[src/rtl/mem_bus_master_pkg.sv]
// Shared definitions for the memory bus master: request op codes, FSM
// state encodings, bit-addressable RAM base and small datapath helpers.
package mem_bus_master_pkg;

    typedef enum logic [1:0] {
        BUS_RD_BYTE = 2'b00,
        BUS_WR_BYTE = 2'b01,
        BUS_RD_BIT  = 2'b10,
        BUS_WR_BIT  = 2'b11
    } bus_op_e;

    typedef enum logic [2:0] {
        ST_IDLE = 3'd0,
        ST_RD   = 3'd1,
        ST_MOD  = 3'd2,
        ST_WR   = 3'd3,
        ST_RSP  = 3'd4
    } bus_state_e;

    // Bit addresses below 0x80 map onto RAM bytes 0x20..0x2F.
    localparam logic [7:0] BIT_RAM_BASE = 8'h20;

    // Replace one bit of a byte (read-modify-write merge).
    function automatic logic [7:0] merge_bit(input logic [7:0] byte_in,
                                             input logic [2:0] idx,
                                             input logic       bit_val);
        logic [7:0] res;
        res      = byte_in;
        res[idx] = bit_val;
        return res;
    endfunction

    // Code space is read-only and not bit-addressable: only byte reads are legal there.
    function automatic logic is_illegal(input logic [1:0] op, input logic space);
        return (space == 1'b0) && (op != BUS_RD_BYTE);
    endfunction

endpackage

[src/rtl/mem_bus_master_bit_addr_decode.sv]
// bit_addr_decode: combinational bit address -> {byte address, bit index}.
//   bit_addr  in  8  bit address
//   byte_addr out 8  containing byte (0x20..0x2F for RAM bits, 8-aligned SFR otherwise)
//   bit_idx   out 3  bit position inside that byte
module bit_addr_decode
    import mem_bus_master_pkg::*;
(
    input  logic [7:0] bit_addr,
    output logic [7:0] byte_addr,
    output logic [2:0] bit_idx
);

    // Low half addresses RAM bits, high half addresses bits of 8-aligned SFRs.
    always_comb begin
        byte_addr = 8'h00;
        if (bit_addr[7] == 1'b0) begin
            byte_addr = BIT_RAM_BASE + {4'h0, bit_addr[6:3]};
        end else begin
            byte_addr = {bit_addr[7:3], 3'b000};
        end
    end

    assign bit_idx = bit_addr[2:0];

endmodule

[src/rtl/mem_bus_master.sv]
// mem_bus_master: CPU-side initiator for the MCU memory bus. Turns single core
// requests into byte reads/writes and bit reads/writes (bit writes as
// read-modify-write). All outputs are registered from the next-state values.
//   clk, reset                       clock, synchronous active-high reset
//   req_valid/req_ready/req_op/req_space/req_addr/req_wdata  core request
//   rsp_valid/rsp_rdata/rsp_err      completion pulse and held result
//   addr_bus/read_en/write_en/memory_select/data_out/data_in  memory bus
module mem_bus_master
    import mem_bus_master_pkg::*;
#(
    parameter int WAIT_STATES = 0
) (
    input  logic        clk,
    input  logic        reset,
    input  logic        req_valid,
    output logic        req_ready,
    input  logic [1:0]  req_op,
    input  logic        req_space,
    input  logic [15:0] req_addr,
    input  logic [7:0]  req_wdata,
    output logic        rsp_valid,
    output logic [7:0]  rsp_rdata,
    output logic        rsp_err,
    output logic [15:0] addr_bus,
    output logic        read_en,
    output logic        write_en,
    output logic        memory_select,
    output logic [7:0]  data_out,
    input  logic [7:0]  data_in
);

    localparam int             CNT_W    = (WAIT_STATES > 0) ? $clog2(WAIT_STATES + 1) : 1;
    localparam logic [CNT_W-1:0] CNT_LAST = CNT_W'(WAIT_STATES);
    localparam logic [CNT_W-1:0] CNT_ONE  = CNT_W'(1);

    bus_state_e       state_r, state_s;
    bus_op_e          op_r, op_s;
    logic             space_r, space_s;
    logic [15:0]      bus_addr_r, bus_addr_s;
    logic [7:0]       wbyte_r, wbyte_s;
    logic             wbit_r, wbit_s;
    logic [2:0]       idx_r, idx_s;
    logic [7:0]       rbyte_r, rbyte_s;
    logic [CNT_W-1:0] cnt_r, cnt_s;
    logic [7:0]       rsp_rdata_s;
    logic             rsp_err_s;
    logic [7:0]       dec_byte_s;
    logic [2:0]       dec_idx_s;

    logic             req_ready_s, rsp_valid_s, read_en_s, write_en_s, memory_select_s;
    logic [15:0]      addr_bus_s;
    logic [7:0]       data_out_s;

    bit_addr_decode u_bit_addr_decode (
        .bit_addr  (req_addr[7:0]),
        .byte_addr (dec_byte_s),
        .bit_idx   (dec_idx_s)
    );

    // State and datapath registers.
    always_ff @(posedge clk) begin
        if (reset) begin
            state_r    <= ST_IDLE;
            op_r       <= BUS_RD_BYTE;
            space_r    <= 1'b0;
            bus_addr_r <= 16'h0000;
            wbyte_r    <= 8'h00;
            wbit_r     <= 1'b0;
            idx_r      <= 3'd0;
            rbyte_r    <= 8'h00;
            cnt_r      <= '0;
        end else begin
            state_r    <= state_s;
            op_r       <= op_s;
            space_r    <= space_s;
            bus_addr_r <= bus_addr_s;
            wbyte_r    <= wbyte_s;
            wbit_r     <= wbit_s;
            idx_r      <= idx_s;
            rbyte_r    <= rbyte_s;
            cnt_r      <= cnt_s;
        end
    end

    // Next-state, request capture, wait counting and response result.
    always_comb begin
        state_s     = state_r;
        op_s        = op_r;
        space_s     = space_r;
        bus_addr_s  = bus_addr_r;
        wbyte_s     = wbyte_r;
        wbit_s      = wbit_r;
        idx_s       = idx_r;
        rbyte_s     = rbyte_r;
        cnt_s       = cnt_r;
        rsp_rdata_s = rsp_rdata;
        rsp_err_s   = rsp_err;
        case (state_r)
            ST_IDLE: begin
                if (req_valid) begin
                    op_s    = bus_op_e'(req_op);
                    space_s = req_space;
                    wbyte_s = req_wdata;
                    wbit_s  = req_wdata[0];
                    idx_s   = dec_idx_s;
                    cnt_s   = '0;
                    // Bit ops and internal space both live in the 256-byte internal map.
                    if (req_op[1]) begin
                        bus_addr_s = {8'h00, dec_byte_s};
                    end else if (req_space) begin
                        bus_addr_s = {8'h00, req_addr[7:0]};
                    end else begin
                        bus_addr_s = req_addr;
                    end
                    if (is_illegal(req_op, req_space)) begin
                        state_s     = ST_RSP;
                        rsp_err_s   = 1'b1;
                        rsp_rdata_s = 8'h00;
                    end else if (req_op == BUS_WR_BYTE) begin
                        state_s = ST_WR;
                    end else begin
                        state_s = ST_RD;
                    end
                end else begin
                    state_s = ST_IDLE;
                end
            end
            ST_RD: begin
                if (cnt_r == CNT_LAST) begin
                    rbyte_s = data_in;
                    cnt_s   = '0;
                    if (op_r == BUS_WR_BIT) begin
                        state_s = ST_MOD;
                    end else begin
                        state_s     = ST_RSP;
                        rsp_err_s   = 1'b0;
                        rsp_rdata_s = (op_r == BUS_RD_BIT) ? {7'b0000000, data_in[idx_r]} : data_in;
                    end
                end else begin
                    cnt_s = cnt_r + CNT_ONE;
                end
            end
            ST_MOD: begin
                wbyte_s = merge_bit(rbyte_r, idx_r, wbit_r);
                cnt_s   = '0;
                state_s = ST_WR;
            end
            ST_WR: begin
                if (cnt_r == CNT_LAST) begin
                    state_s     = ST_RSP;
                    rsp_err_s   = 1'b0;
                    rsp_rdata_s = 8'h00;
                end else begin
                    cnt_s = cnt_r + CNT_ONE;
                end
            end
            ST_RSP: begin
                state_s = ST_IDLE;
            end
            default: begin
                state_s = ST_IDLE;
            end
        endcase
    end

    // Output values for the coming cycle, decoded from the next state so they can be registered.
    always_comb begin
        req_ready_s     = (state_s == ST_IDLE);
        rsp_valid_s     = (state_s == ST_RSP);
        read_en_s       = (state_s == ST_RD);
        write_en_s      = (state_s == ST_WR);
        addr_bus_s      = 16'h0000;
        memory_select_s = 1'b0;
        data_out_s      = 8'h00;
        if (read_en_s || write_en_s) begin
            addr_bus_s      = bus_addr_s;
            memory_select_s = space_s;
        end else begin
            addr_bus_s      = 16'h0000;
            memory_select_s = 1'b0;
        end
        if (write_en_s) begin
            data_out_s = wbyte_s;
        end else begin
            data_out_s = 8'h00;
        end
    end

    // Output registers; reset aborts any transfer on the following cycle.
    always_ff @(posedge clk) begin
        if (reset) begin
            req_ready     <= 1'b1;
            rsp_valid     <= 1'b0;
            rsp_rdata     <= 8'h00;
            rsp_err       <= 1'b0;
            addr_bus      <= 16'h0000;
            read_en       <= 1'b0;
            write_en      <= 1'b0;
            memory_select <= 1'b0;
            data_out      <= 8'h00;
        end else begin
            req_ready     <= req_ready_s;
            rsp_valid     <= rsp_valid_s;
            rsp_rdata     <= rsp_rdata_s;
            rsp_err       <= rsp_err_s;
            addr_bus      <= addr_bus_s;
            read_en       <= read_en_s;
            write_en      <= write_en_s;
            memory_select <= memory_select_s;
            data_out      <= data_out_s;
        end
    end

endmodule

[config.mk]
export PLATFORM = sky130hd
export DESIGN_NAME = mem_bus_master
export DESIGN_NICKNAME = d
export VERILOG_FILES = /design/src/rtl/mem_bus_master_pkg.sv /design/src/rtl/mem_bus_master_bit_addr_decode.sv /design/src/rtl/mem_bus_master.sv
export SDC_FILE = /design/constraint.sdc
export NUM_CORES = 1
export LEC_CHECK = 0
export CORE_ASPECT_RATIO = 1.75
export CORE_UTILIZATION = 45
export CTS_BUF_LIST = sky130_fd_sc_hd__clkbuf_4
export DETAILED_ROUTE_END_ITERATION = 16
export GPL_TIMING_DRIVEN = 0
export HOLD_SLACK_MARGIN = 0.06
export PLACE_DENSITY = 0.73
export SLEW_MARGIN = 25
export SYNTH_ARGS = -nofsm -noshare
export SYNTH_HDL_FRONTEND = slang
export SYNTH_HIERARCHICAL = 1
export SYNTH_SLANG_ARGS = --single-unit
export TNS_END_PERCENT = 50
[constraint.sdc]
create_clock -name clk -period 2.5 [get_ports clk]
set_input_delay 0.375 -clock clk [delete_from_list [all_inputs] [get_ports clk]]
set_output_delay 0.375 -clock clk [all_outputs]
set_load 0.01 [all_outputs]
After elaboration in Yosys (flattened, before gate mapping)
Cells that the tools add are included.

storage, ports and cells
  register bits = 81
  input bits = 38
  output and inout port bits = 38
  word-level logic and storage cells = 92

operators by class
  add/subtract/negate cells = 2
  $lt $le $gt $ge = 2
  eq/ne operators = 14
  multiplexer cells = 37
  bitwise logic cells = 4
  reductions and logical operators = 15

operator list
  operator                                                     count
  two-way mux 16 bit                                           4
  two-way mux 8 bit                                            8
  one-hot mux 8 bit (3 select lines)                           1
  one-hot mux 8 bit (2 select lines)                           1
  two-way mux 3 bit                                            5
  one-hot mux 3 bit (4 select lines)                           1
  two-way mux 1 bit                                            11
  inequality test 2 bit (second input constant)                5
  equality test 3 x 2 -> 1 bit (second input constant)         3
  bitwise mux 8 bit                                            1
  adder 6 x 4 -> 7 bit (first input constant)                  1
  equality test 3 x 1 -> 1 bit (second input constant)         2
  logical NOT 3 bit                                            2
  one-hot mux 1 bit (3 select lines)                           2
  AND reduction 2 bit                                          3
  AND reduction 6 bit                                          1
  nonzero test 3 bit                                           2
  OR reduction 2 bit                                           3
  equality test 2 bit (second input constant)                  2
  less-than comparator 3 x 4 -> 1 bit (second input constant)  1
  NOT 1 bit                                                    4
  binary-select mux 1 bit (select 3 bit)                       1
  demux 1 bit (select 3 bit)                                   1
  equality test 3 bit (second input constant)                  1
  7 further kinds                                              8

Depth between registers and ports, before layout
Gate-level depths: netlist (run 1).

  depth in word-level cells = 9
  depth in mapped cells = 7
  mapped depth without buffers = 5

Cells and area by module
The synthesis (run 1) kept the hierarchy.

modules (own cells, without submodules)
  module           instances  cells an instance  area each (um^2)  sequential area each (um^2)
  mem_bus_master   1          353                3121.7            1601.5
  bit_addr_decode  1          11                 92.6              0.0

Worst setup path before layout (run 1)
Ideal clock, no wire load.

  kind = register to register
  start point = register state_r[1]
  end point = register addr_bus[11]
  arrival time = 1.583 ns
  required time = 2.435 ns
  path slack = 0.852 ns
  stages on the path, launching flop included = 8
  path buffers = 3
  clock period less this slack = 1.648 ns
  cell sequence = dfxtp_1 or3b_1 buf_6 a21boi_1 or2_1 buf_6 buf_6 nor2_1

between the ends
  word-level cells in the longest chain between the ends = 6

ends and longest elaborated chain
  what                                                                          RTL line                                      source
  start: declaration                                                            mem_bus_master.sv:36                          bus_state_e state_r, state_s;
  start signal: assignment                                                      mem_bus_master.sv:73                          state_r <= state_s;
  equality test 3 x 2 -> 1 bit, or another cell as far along                    mem_bus_master.sv:98                          case (state_r)
  one-hot mux 3 bit (4 select lines)                                            mem_bus_master.sv:98
  equality test 3 x 1 -> 1 bit or equality test 3 x 2 -> 1 bit (tied branches)  mem_bus_master.sv:170, mem_bus_master.sv:171
  logical OR 1 bit                                                              mem_bus_master.sv:175                         if (read_en_s || write_en_s) begin
  NOT 1 bit (no line)                                                           -
  OR reduction 2 bit (no line)                                                  -
  end signal: assignment                                                        mem_bus_master.sv:206                         addr_bus <= addr_bus_s;
  end: declaration                                                              mem_bus_master.sv:24                          output logic [15:0] addr_bus,

Parallel ways exist; a longest one is shown, timed or not.
A chain may end at the register's enable or synchronous reset.

Worst setup path in the final report (run 1)
  start point = input req_valid
  end point = register data_out[3]

between the ends
  word-level cells in the longest chain between the ends = 5

ends and longest elaborated chain
  what                                RTL line               source
  start: declaration                  mem_bus_master.sv:15   input logic req_valid,
  two-way mux 3 bit                   mem_bus_master.sv:100  if (req_valid) begin
  one-hot mux 3 bit (4 select lines)  mem_bus_master.sv:98
  equality test 3 x 2 -> 1 bit        mem_bus_master.sv:171  write_en_s = (state_s == ST_WR);
  NOT 1 bit (no line)                 -
  OR reduction 2 bit (no line)        -
  end signal: assignment              mem_bus_master.sv:210  data_out <= data_out_s;
  end: declaration                    mem_bus_master.sv:28   output logic [7:0] data_out,

Parallel ways exist; a longest one is shown, timed or not.

==> impl_metrics.yaml, run 1 <==
power_and_ir_drop:
  p_sw_share_pct: 25.53
  powerDensity_mw_per_mm2: 645.3
  p_seq_share_pct: 50.0
  clockPowerShare_pct: 35.3
  p_leak_nw: 1.609
  share_comb_of_total_power_pct: 14.7
  ir_worst_vdd_v: 0.0004434
  intPower_mw: 2.039
  p_switching_mw: 0.6991
cells_and_area:
  nNetsFinal: 487
  antenna_cells_inserted: 0
  fraction_of_final_layout_cells_with_drive_strength_greater_than_1_pct: 9.692
  areaGrowthSynthToFinish_pct: 32.00
  final_cells: 538
sta:
  period_share_pct: 82.46
  fin_setup_tns_ns: 0
  actual_transition_at_the_worst_max_transition_pin_ns: 0.6358
  timing.fmax_mhz: 485.1
  max-slew-margin-rel_pct: 57.61
  setup_viol_count_final: 0
  final_max_slew_viol_count: 0
  unrepaired_setup_endpoints_after_global_routing: "no"
  final.setup_skew_ns: 0.01535
  period_minus_slack_ns: 2.061
  timing.final.hold_violations: 0
placed_design:
  gp_congestion: 0.8457
  port_buffers: 74
  dp.cells: 522
  dp_hpwl_um: 5908
logic_synthesis:
  synth_enable_flop_cells: 0
  netlist_instances: 364
  synth_fp_nets: 402
  synth_area_per_cell_um2: 8.831
  synth_async_sr_flop_share_pct: 0
  ys_seq_area_share_pct: 49.82
  synth-main-ff-cell: "sky130_fd_sc_hd__dfxtp_1"
  mappedNetlistArea_mm2: 0.003214
  synth-warning-count: 6
  netlist.area_leader.share_pct: 49.82
  post_synth_num_cell_types: 46
  yosys.cell_count.top_type: "sky130_fd_sc_hd__dfxtp_1"
  netlist_top_cells_count: "sky130_fd_sc_hd__dfxtp_1, sky130_fd_sc_hd__nor2_1, sky130_fd_sc_hd__a21oi_1, sky130_fd_sc_hd__nand2_1, sky130_fd_sc_hd__clkbuf_1"
  top_post_synthesis_cells_by_area: "sky130_fd_sc_hd__dfxtp_1, sky130_fd_sc_hd__nor2_1, sky130_fd_sc_hd__a21oi_1"
  ys_ff_latch: 80
  netlist.top_cell.by_area: "sky130_fd_sc_hd__dfxtp_1"
clock_network:
  clock_insertion_delay_worst_skew_ns: 0.45
  ctsResizeCount: 0
  clock_tree.root_cell: "sky130_fd_sc_hd__clkbuf_4"
  cts_buffers: 9
  clock_path_buffers: 2
  cts_htree_levels: 3
  tritoncts: "yes"
  cts.sink_count: 80
  clk_pin_slew_worst_setup_hold_paths_ns: 0.13
  cts_hold_fix_bufs: 0
  post-cts-setup-buffer-count: 0
global_route:
  global_route_usage_over_all_layers_pct: 23.01
  via_count_of_the_first_global_routing_pass: 2768
  global_route_wire_length_before_repair_um: 12900
  antenna_found_initial: 0
  grt_max_degree: 14
  gr-total-overflow: 0
setup_path:
  ff2ff_path_depth: 5
  worstSetupEndpointType: "flip-flop"
  worst_setup_path_class: "in -> reg"
  crit_path_start_kind: "primary input"
  ff2ff_setup_slack_ns: 0.56
  critical_path_arrival_ns: 2.45
  critical_path_required_ns: 2.89
  critical_path.max_fanout: 10
drt:
  first_iter_violations: 283
  drc_violations: 0
  route.detailed.wl_per_inst_um: 14.72
  postRouteAntennaNets: 0
  drt_first_pass_iters: 4
  drt-total-wl_um: 7918
  via_count: 2835
  vias_per_cell: 5.270
die:
  die-area_mm2: 0.007499
  fp-row-count: 40
  io-pin-count: 76
  floorplan_die_height_um: 113.8
  die_w_um: 65.89
  start_util_pct: 46.54
  core-area_mm2: 0.006907
status:
  outcome: "finished clean"
hold_path:
  whs_path_depth: 2
  worst_hold_path_type: "in -> reg"
job:
  maxCapViolations: 0
-- worst max-delay path, stage by stage --
cell and delay, ns:
sky130_fd_sc_hd__clkdlybuf4s50_1 0.62, sky130_fd_sc_hd__nor4b_2 0.59, sky130_fd_sc_hd__nand4b_1 0.24, sky130_fd_sc_hd__a211o_1 0.31, sky130_fd_sc_hd__buf_2 0.18, sky130_fd_sc_hd__nor2_1 0.13
-- metrics by stage --
step / setup WS (ns) / util, % / total power, mW / instance area (um^2) / hold slack, ns
after global routing: 0.2527 / 61.43 / 2.860 / 4243 / 0.3764
after global placement: 0.01800 / 58.79 / 1.791 / 4060 / 0.4389
after CTS: 0.4122 / 61.43 / 2.747 / 4243 / 0.3455
after floorplan: 0.8519 / - / 1.632 / 3214 / 0.4329
final: 0.4386 / 61.43 / 2.738 / 4243 / 0.3632
after detailed placement: -0.04230 / 58.79 / 1.800 / 4060 / 0.4490
-- power groups by stage --
stage / clock network [mW] / logic [mW] / registers (mW)
2_1_floorplan: 0 / 0.238 / 1.39
4_1_cts: 0.974 / 0.405 / 1.37
3_3_place_gp: 0 / 0.397 / 1.39
3_5_place_dp: 0 / 0.404 / 1.40
6_report: 0.967 / 0.403 / 1.37
5_1_grt: 1.04 / 0.445 / 1.38
-- cells in the final DEF, fill, tap and decap left out, types with 10 or more instances in the layout --
master,count
sky130_fd_sc_hd__clkbuf_4,10
sky130_fd_sc_hd__clkdlybuf4s50_1,74
sky130_fd_sc_hd__clkbuf_1,21
sky130_fd_sc_hd__nand3_1,10
sky130_fd_sc_hd__dfxtp_1,80
sky130_fd_sc_hd__nor2_1,74
sky130_fd_sc_hd__a21oi_1,37
sky130_fd_sc_hd__nand2_1,37
-- flip-flops by register name, summed over array words and instances (netlist names), 2 cells and up --
name / count
wbyte_r: 8
data_out: 8
state_r: 3
bus_addr_r: 16
rsp_rdata: 8
op_r: 2
addr_bus: 16
rbyte_r: 8
idx_r: 3
-- path summary, 6_finish.rpt --
| kind | startpoint | end |
|---|---|---|
| setup / recovery | req_valid | data_out[3] |
| setup reg to reg | state_r[2] | data_out[3] |
| hold reg to reg | rsp_rdata[5] | rsp_rdata[5] |
| hold / removal | reset | rsp_rdata[0] |
-- cells by family after synthesis --
logic type	count (synthesis)	synth area share, %
simple gates	166	25.54
compound gates	66	13.16
buf+inv	33	5.060
flops	80	49.82
mux	19	6.423
-- per-layer routing --
metal	wire, um	vias up	track usage (%)
li1	-	1415	-
met2	4266	69	40.95
met4	250	0	11.30
met1	3067	1330	24.15
met5	0	-	0
met3	334	21	6.000
-- layout make-up --
cell class | instances | area (um^2)
tap | 84 | 105.1
clock buffer | 10 | 75.07
inverter | 4 | 15.01
multi-input combinational | 251 | 1450
timing repair buffer | 74 | 740.7
buffer | 29 | 147.6
sequential | 80 | 1602
clock inverter | 6 | 107.6
fill | 654 | 2664
(Power assumes the default switching activity.)
==> run 2, diff against run 1 <==
- clock period: 2.5 -> 2 ns (I/O delays scaled with it)
==> run 2 against run 1 <==
Clock power is 24% higher. Register-to-register slack worse by 0.45 ns. Sequential power is 25% higher.
==> impl_metrics.yaml, run 2 (synthesized netlist as in run 1, its figures left out) <==
cells_and_area:
  nNetsFinal: 487
  mostFrequentLayoutCells: "sky130_fd_sc_hd__dfxtp_1, sky130_fd_sc_hd__clkdlybuf4s50_1, sky130_fd_sc_hd__nor2_1"
  layout_top_registers: "addr_bus: 16 flops, bus_addr_r: 16 flops"
  antenna_cells_inserted: 0
  fillers: 650
  final_cells: 538
  design_area_mm2: 0.004254
  fraction_of_final_layout_cells_with_drive_strength_greater_than_1_pct: 9.912
  areaGrowthSynthToFinish_pct: 32.35
  final_common_cell: "sky130_fd_sc_hd__dfxtp_1"
drt:
  vias_per_cell: 5.290
  drt_first_pass_iters: 4
  via_count: 2846
  first_iter_violations: 277
  postRouteAntennaNets: 0
  drt-total-wl_um: 7943
  drc_violations: 0
  route.detailed.wl_per_inst_um: 14.76
sta:
  actual_transition_at_the_worst_max_transition_pin_ns: 0.6312
  worst_hold_margin_ns: 0.2766
  timing.final.hold_violations: 0
  timing.fmax_mhz: 524.8
  period_minus_slack_ns: 1.905
  final_max_slew_viol_count: 0
  unrepaired_setup_endpoints_after_global_routing: "yes"
  fin_setup_tns_ns: 0
  final.setup_skew_ns: 0.01519
  max-slew-margin-rel_pct: 57.92
  setup_slack_ns: 0.09460
  period_share_pct: 95.27
  setup_viol_count_final: 0
placed_design:
  port_buffers: 74
  placed_cell_area_mm2: 0.004060
  post-place-ws_ns: -0.4673
  gp_congestion: 0.8457
  dp_hpwl_um: 5908
  dp.cells: 522
die:
  floorplan_die_height_um: 113.8
  start_util_pct: 46.54
  core-area_mm2: 0.006907
  die_w_um: 65.89
  fp-row-count: 40
  io-pin-count: 76
  die-area_mm2: 0.007499
global_route:
  grt_max_degree: 14
  global_route_usage_over_all_layers_pct: 22.99
  gr-total-overflow: 0
  via_count_of_the_first_global_routing_pass: 2777
  global_route_wire_length_before_repair_um: 12890
  antenna_found_initial: 0
setup_path:
  cp.buffers_inverters: 3
  timing.critical_path.slowest_stage_cell: "sky130_fd_sc_hd__clkdlybuf4s50_1"
  critical_path.cell_chain: "clkdlybuf4s50_1 > or4b_1 > clkbuf_1 > o22a_1 > clkbuf_1 > nand3_1 > o41ai_1"
  crit_path_start_kind: "primary input"
  worstSetupEndpointType: "flip-flop"
  timing.critical_path.max_delay_family: "buffers and inverters"
  worst_setup_path_class: "in -> reg"
  critical_path_arrival_ns: 2.24
  slowest_delay_ns: 0.63
  critical_path.max_fanout: 10
  critical_path_required_ns: 2.34
  cp_common_cell: "sky130_fd_sc_hd__clkbuf_1"
hold_path:
  worst_hold_path_type: "in -> reg"
clock_network:
  clock_insertion_delay_worst_skew_ns: 0.44
  cts_buffers: 9
  cts.sink_count: 80
  tritoncts: "yes"
  cts_hold_fix_bufs: 0
  clock_tree.root_cell: "sky130_fd_sc_hd__clkbuf_4"
  clock_path_buffers: 2
  clk_pin_slew_worst_setup_hold_paths_ns: 0.13
  cts_htree_levels: 3
power_and_ir_drop:
  ir_worst_vdd_v: 0.0005546
  p_leak_nw: 1.615
  powerDensity_mw_per_mm2: 804.4
job:
  maxCapViolations: 0
status:
  outcome: "finished clean"
==> run 2: cell types whose count changed in the layout (fill, tap and decap cells not counted) <==
cell,delta
sky130_fd_sc_hd__nor4b_4,+1
sky130_fd_sc_hd__nor2_2,+1
sky130_fd_sc_hd__nor4b_2,-1
sky130_fd_sc_hd__nor2_1,-1
==> run 2: report_power, final <==
group,internal [mW],leakage [nW],total (mW),switching (mW)
combinational,0.241,0.868,0.508,0.267
sequential,1.67,0.651,1.71,0.0441
clock,0.642,0.0964,1.20,0.561
total,2.55,1.61,3.42,0.871
==> run 2: path summary, 6_finish.rpt <==
check	startpoint	to	slack [ns]	cells after the start
worst min register to register	rsp_rdata[5]	rsp_rdata[5]	0.46	2
worst max-delay path	req_valid	rsp_rdata[0]	0.09	7
worst min-delay path	reset	rsp_rdata[0]	0.28	2
worst max register to register	state_r[2]	rsp_rdata[0]	0.11	6
==> run 2: worst register-to-register path: cells and delay by family, from the launching register on <==
kind,cells,cell delay [ns]
flip-flops,1,0.40
AO/OA/AOI/OAI,2,0.28
buffers and inverters,2,0.42
AND/OR/NAND/NOR,2,0.67
==> run 2: what timing repair did <==
action | 4_1_cts | 5_1_grt
buffers inserted | 0 | 0
gates resized for setup | 1 | 1
endpoints found under the setup margin | 3 | 5
==> run 2: metal layers <==
layer  wire length [um]  vias up  global-route usage (%)
met4                241        0                   11.30
met2               4277       73                   41.02
met5                  0        -                       0
met3                340       23                   6.000
li1                   -     1415                       -
met1               3083     1335                   24.03
==> run 2: area by class of cell <==
class | count | area (um^2) | share of cell area [%]
Multi-Input combinational cell | 251 | 1461 | 34.35
Buffer | 29 | 147.6 | 3.471
Sequential cell | 80 | 1602 | 37.65
Clock buffer | 10 | 75.07 | 1.765
Tap cell | 84 | 105.1 | 2.471
Timing Repair Buffer | 74 | 740.7 | 17.41
Clock inverter | 6 | 107.6 | 2.529
Inverter | 4 | 15.01 | 0.3529
==> run 2: through the flow <==
stage	power, mW	utilization [%]
CTS	3.437	61.56
floorplan	2.040	-
finish	3.422	61.59
global placement	2.238	58.79
detailed placement	2.250	58.79
global route	3.578	61.59
==> run 3, diff against run 2 <==
- PLACE_DENSITY: 0.73 -> 0.69
==> run 3 against run 2 <==
Core utilization decreased by 0.58 points. Global-route usage decreased by 0.12 points. Flip-flop and latch count unchanged. Final area decreased by 0.94%. Combinational power about the same. Non-clock buffer count is the same. Maximum frequency grew 0.40%. Critical endpoint unchanged.
==> impl_metrics.yaml, run 3 (synthesized netlist as in run 1, its figures left out) <==
status:
  outcome: "finished clean"
setup_path:
  cp.buffers_inverters: 2
  slowest_delay_ns: 0.53
  worst_setup_path_class: "reg -> reg"
  worstSetupEndpointType: "flip-flop"
  crit_path_start: "state_r[2]"
  reg2reg_to: "rsp_rdata[0]"
  ff2ff_path_depth: 6
  critical_path_arrival_ns: 2.23
  ff2ff_setup_slack_ns: 0.10
  critical_path_required_ns: 2.33
  critical_register_to_register_path_startpoint: "state_r[2]"
  crit_path_start_kind: "flip-flop"
  critical_path.cell_chain: "or4b_1 > clkbuf_1 > o22a_1 > clkbuf_1 > nand3_1 > o41ai_1"
  timing.critical_path.slowest_stage_cell: "sky130_fd_sc_hd__or4b_1"
  critical_path.max_fanout: 10
  timing.critical_path.max_delay_family: "simple AND/OR/NAND/NOR gates"
  cp_common_cell: "sky130_fd_sc_hd__clkbuf_1"
hold_path:
  whs_path_depth: 2
  worst_hold_path.endpoint: "rsp_rdata[0]"
  worst_hold_path_type: "in -> reg"
  min_from: "reset"
drt:
  drc_violations: 0
  postRouteAntennaNets: 0
  route.detailed.wl_per_inst_um: 14.61
  first_iter_violations: 190
  via_count: 2807
  drt_first_pass_iters: 4
  vias_per_cell: 5.217
  drt-total-wl_um: 7859
sta:
  period_share_pct: 94.89
  worst_hold_margin_ns: 0.3359
  period_minus_slack_ns: 1.898
  unrepaired_setup_endpoints_after_global_routing: "yes"
  max-slew-margin-rel_pct: 57.69
  actual_transition_at_the_worst_max_transition_pin_ns: 0.6347
  timing.final.hold_violations: 0
  fin_setup_tns_ns: 0
  setup_viol_count_final: 0
  final.setup_skew_ns: 0.02178
  timing.fmax_mhz: 526.9
  final_max_slew_viol_count: 0
cells_and_area:
  mostFrequentLayoutCells: "sky130_fd_sc_hd__dfxtp_1, sky130_fd_sc_hd__nor2_1, sky130_fd_sc_hd__clkdlybuf4s50_1"
  antenna_cells_inserted: 0
  areaGrowthSynthToFinish_pct: 31.10
  fillers: 632
  final_cells: 538
  final_common_cell: "sky130_fd_sc_hd__dfxtp_1"
  layout_top_registers: "addr_bus: 16 flops, bus_addr_r: 16 flops"
  nNetsFinal: 487
  fraction_of_final_layout_cells_with_drive_strength_greater_than_1_pct: 9.692
die:
  io-pin-count: 76
  fp-row-count: 40
  die_w_um: 65.89
  core-area_mm2: 0.006907
  die-area_mm2: 0.007499
  start_util_pct: 46.54
  floorplan_die_height_um: 113.8
clock_network:
  clock_path_buffers: 2
  clock_tree.root_cell: "sky130_fd_sc_hd__clkbuf_4"
  cts_buffers: 9
  cts_htree_levels: 3
  clock_insertion_delay_worst_skew_ns: 0.44
  cts_hold_fix_bufs: 0
  clk_pin_slew_worst_setup_hold_paths_ns: 0.13
  tritoncts: "yes"
  cts.sink_count: 80
placed_design:
  dp_hpwl_um: 5876
  gp_congestion: 0.8089
  dp.cells: 522
  port_buffers: 74
global_route:
  global_route_wire_length_before_repair_um: 12790
  global_route_usage_over_all_layers_pct: 22.87
  gr-total-overflow: 0
  grt_max_degree: 14
  via_count_of_the_first_global_routing_pass: 2808
  antenna_found_initial: 0
power_and_ir_drop:
  power.total_mw: 3.169
  intPower_mw: 2.315
  p_seq_share_pct: 54.0
  p_leak_nw: 1.598
  clockPowerShare_pct: 30.1
  ir_worst_vdd_v: 0.0005584
  share_comb_of_total_power_pct: 15.9
  p_sw_share_pct: 26.94
  p_switching_mw: 0.8538
  powerDensity_mw_per_mm2: 752.0
job:
  maxCapViolations: 0
## run 3: cell count changes in the layout (fill, tap and decap cells not counted)
cell	change
sky130_fd_sc_hd__clkbuf_4	+1
sky130_fd_sc_hd__clkdlybuf4s50_1	-1
sky130_fd_sc_hd__clkinvlp_4	+1
sky130_fd_sc_hd__clkinv_1	+1
sky130_fd_sc_hd__clkinv_4	+1
sky130_fd_sc_hd__bufinv_16	-2
sky130_fd_sc_hd__clkinv_2	-2
sky130_fd_sc_hd__dlymetal6s2s_1	+1
## run 3: how the worst max path moves through the flow
stage,endpoint,slack (ns),cells past startpoint
finish,rsp_rdata[0],0.10,6
global route,rsp_rdata[0],-0.03,6
CTS,data_out[6],0.05,6
detailed placement,rsp_rdata[0],-0.41,7
global placement,rsp_rdata[0],-0.40,7
floorplan,addr_bus[11],0.35,7
## run 3: metrics by stage
stage	setup slack (ns)	cell area, um^2	util, %
finish	0.1021	4214	61.01
global placement	-0.3985	4060	58.79
detailed placement	-0.4124	4060	58.79
floorplan	0.3519	3214	-
CTS	0.04689	4200	60.82
global route	-0.02731	4214	61.01
## run 3: area by class of cell
| class | count | area, um^2 | area share, % |
|---|---|---|---|
| buffer | 29 | 147.6 | 3.504 |
| clock buffer | 11 | 82.58 | 1.960 |
| clock inverter | 5 | 57.56 | 1.366 |
| inverter | 4 | 15.01 | 0.3563 |
| multi-input combinational | 251 | 1461 | 34.68 |
| sequential | 80 | 1602 | 38.00 |
| tap | 84 | 105.1 | 2.494 |
| timing repair buffer | 74 | 743.2 | 17.64 |
## run 3: worst register-to-register path, stage by stage (launching register included)
cell,delay (ns)
sky130_fd_sc_hd__dfxtp_1,0.40
sky130_fd_sc_hd__or4b_1,0.53
sky130_fd_sc_hd__clkbuf_1,0.20
sky130_fd_sc_hd__o22a_1,0.21
sky130_fd_sc_hd__clkbuf_1,0.22
sky130_fd_sc_hd__nand3_1,0.15
sky130_fd_sc_hd__o41ai_1,0.08
## run 3: timing repair
action,in CTS,in global routing
setup buffers,0,0
endpoints found under the setup margin,0,25
gates resized for setup,0,3
## run 3: power by group through the flow
stage	Sequential, mW	Combinational (mW)	Clock (mW)
after CTS	1.71	0.504	0.979
after floorplan	1.74	0.298	0
final	1.71	0.505	0.953
after global routing	1.72	0.560	1.06
after detailed placement	1.75	0.503	0
after global placement	1.74	0.496	0
## run 3: routing by layer
layer | track usage, % | part of all wire (%)
met1 | 23.42 | 39
met2 | 41.16 | 55
met3 | 5.900 | 3.3
met4 | 11.74 | 3.3
met5 | 0 | 0
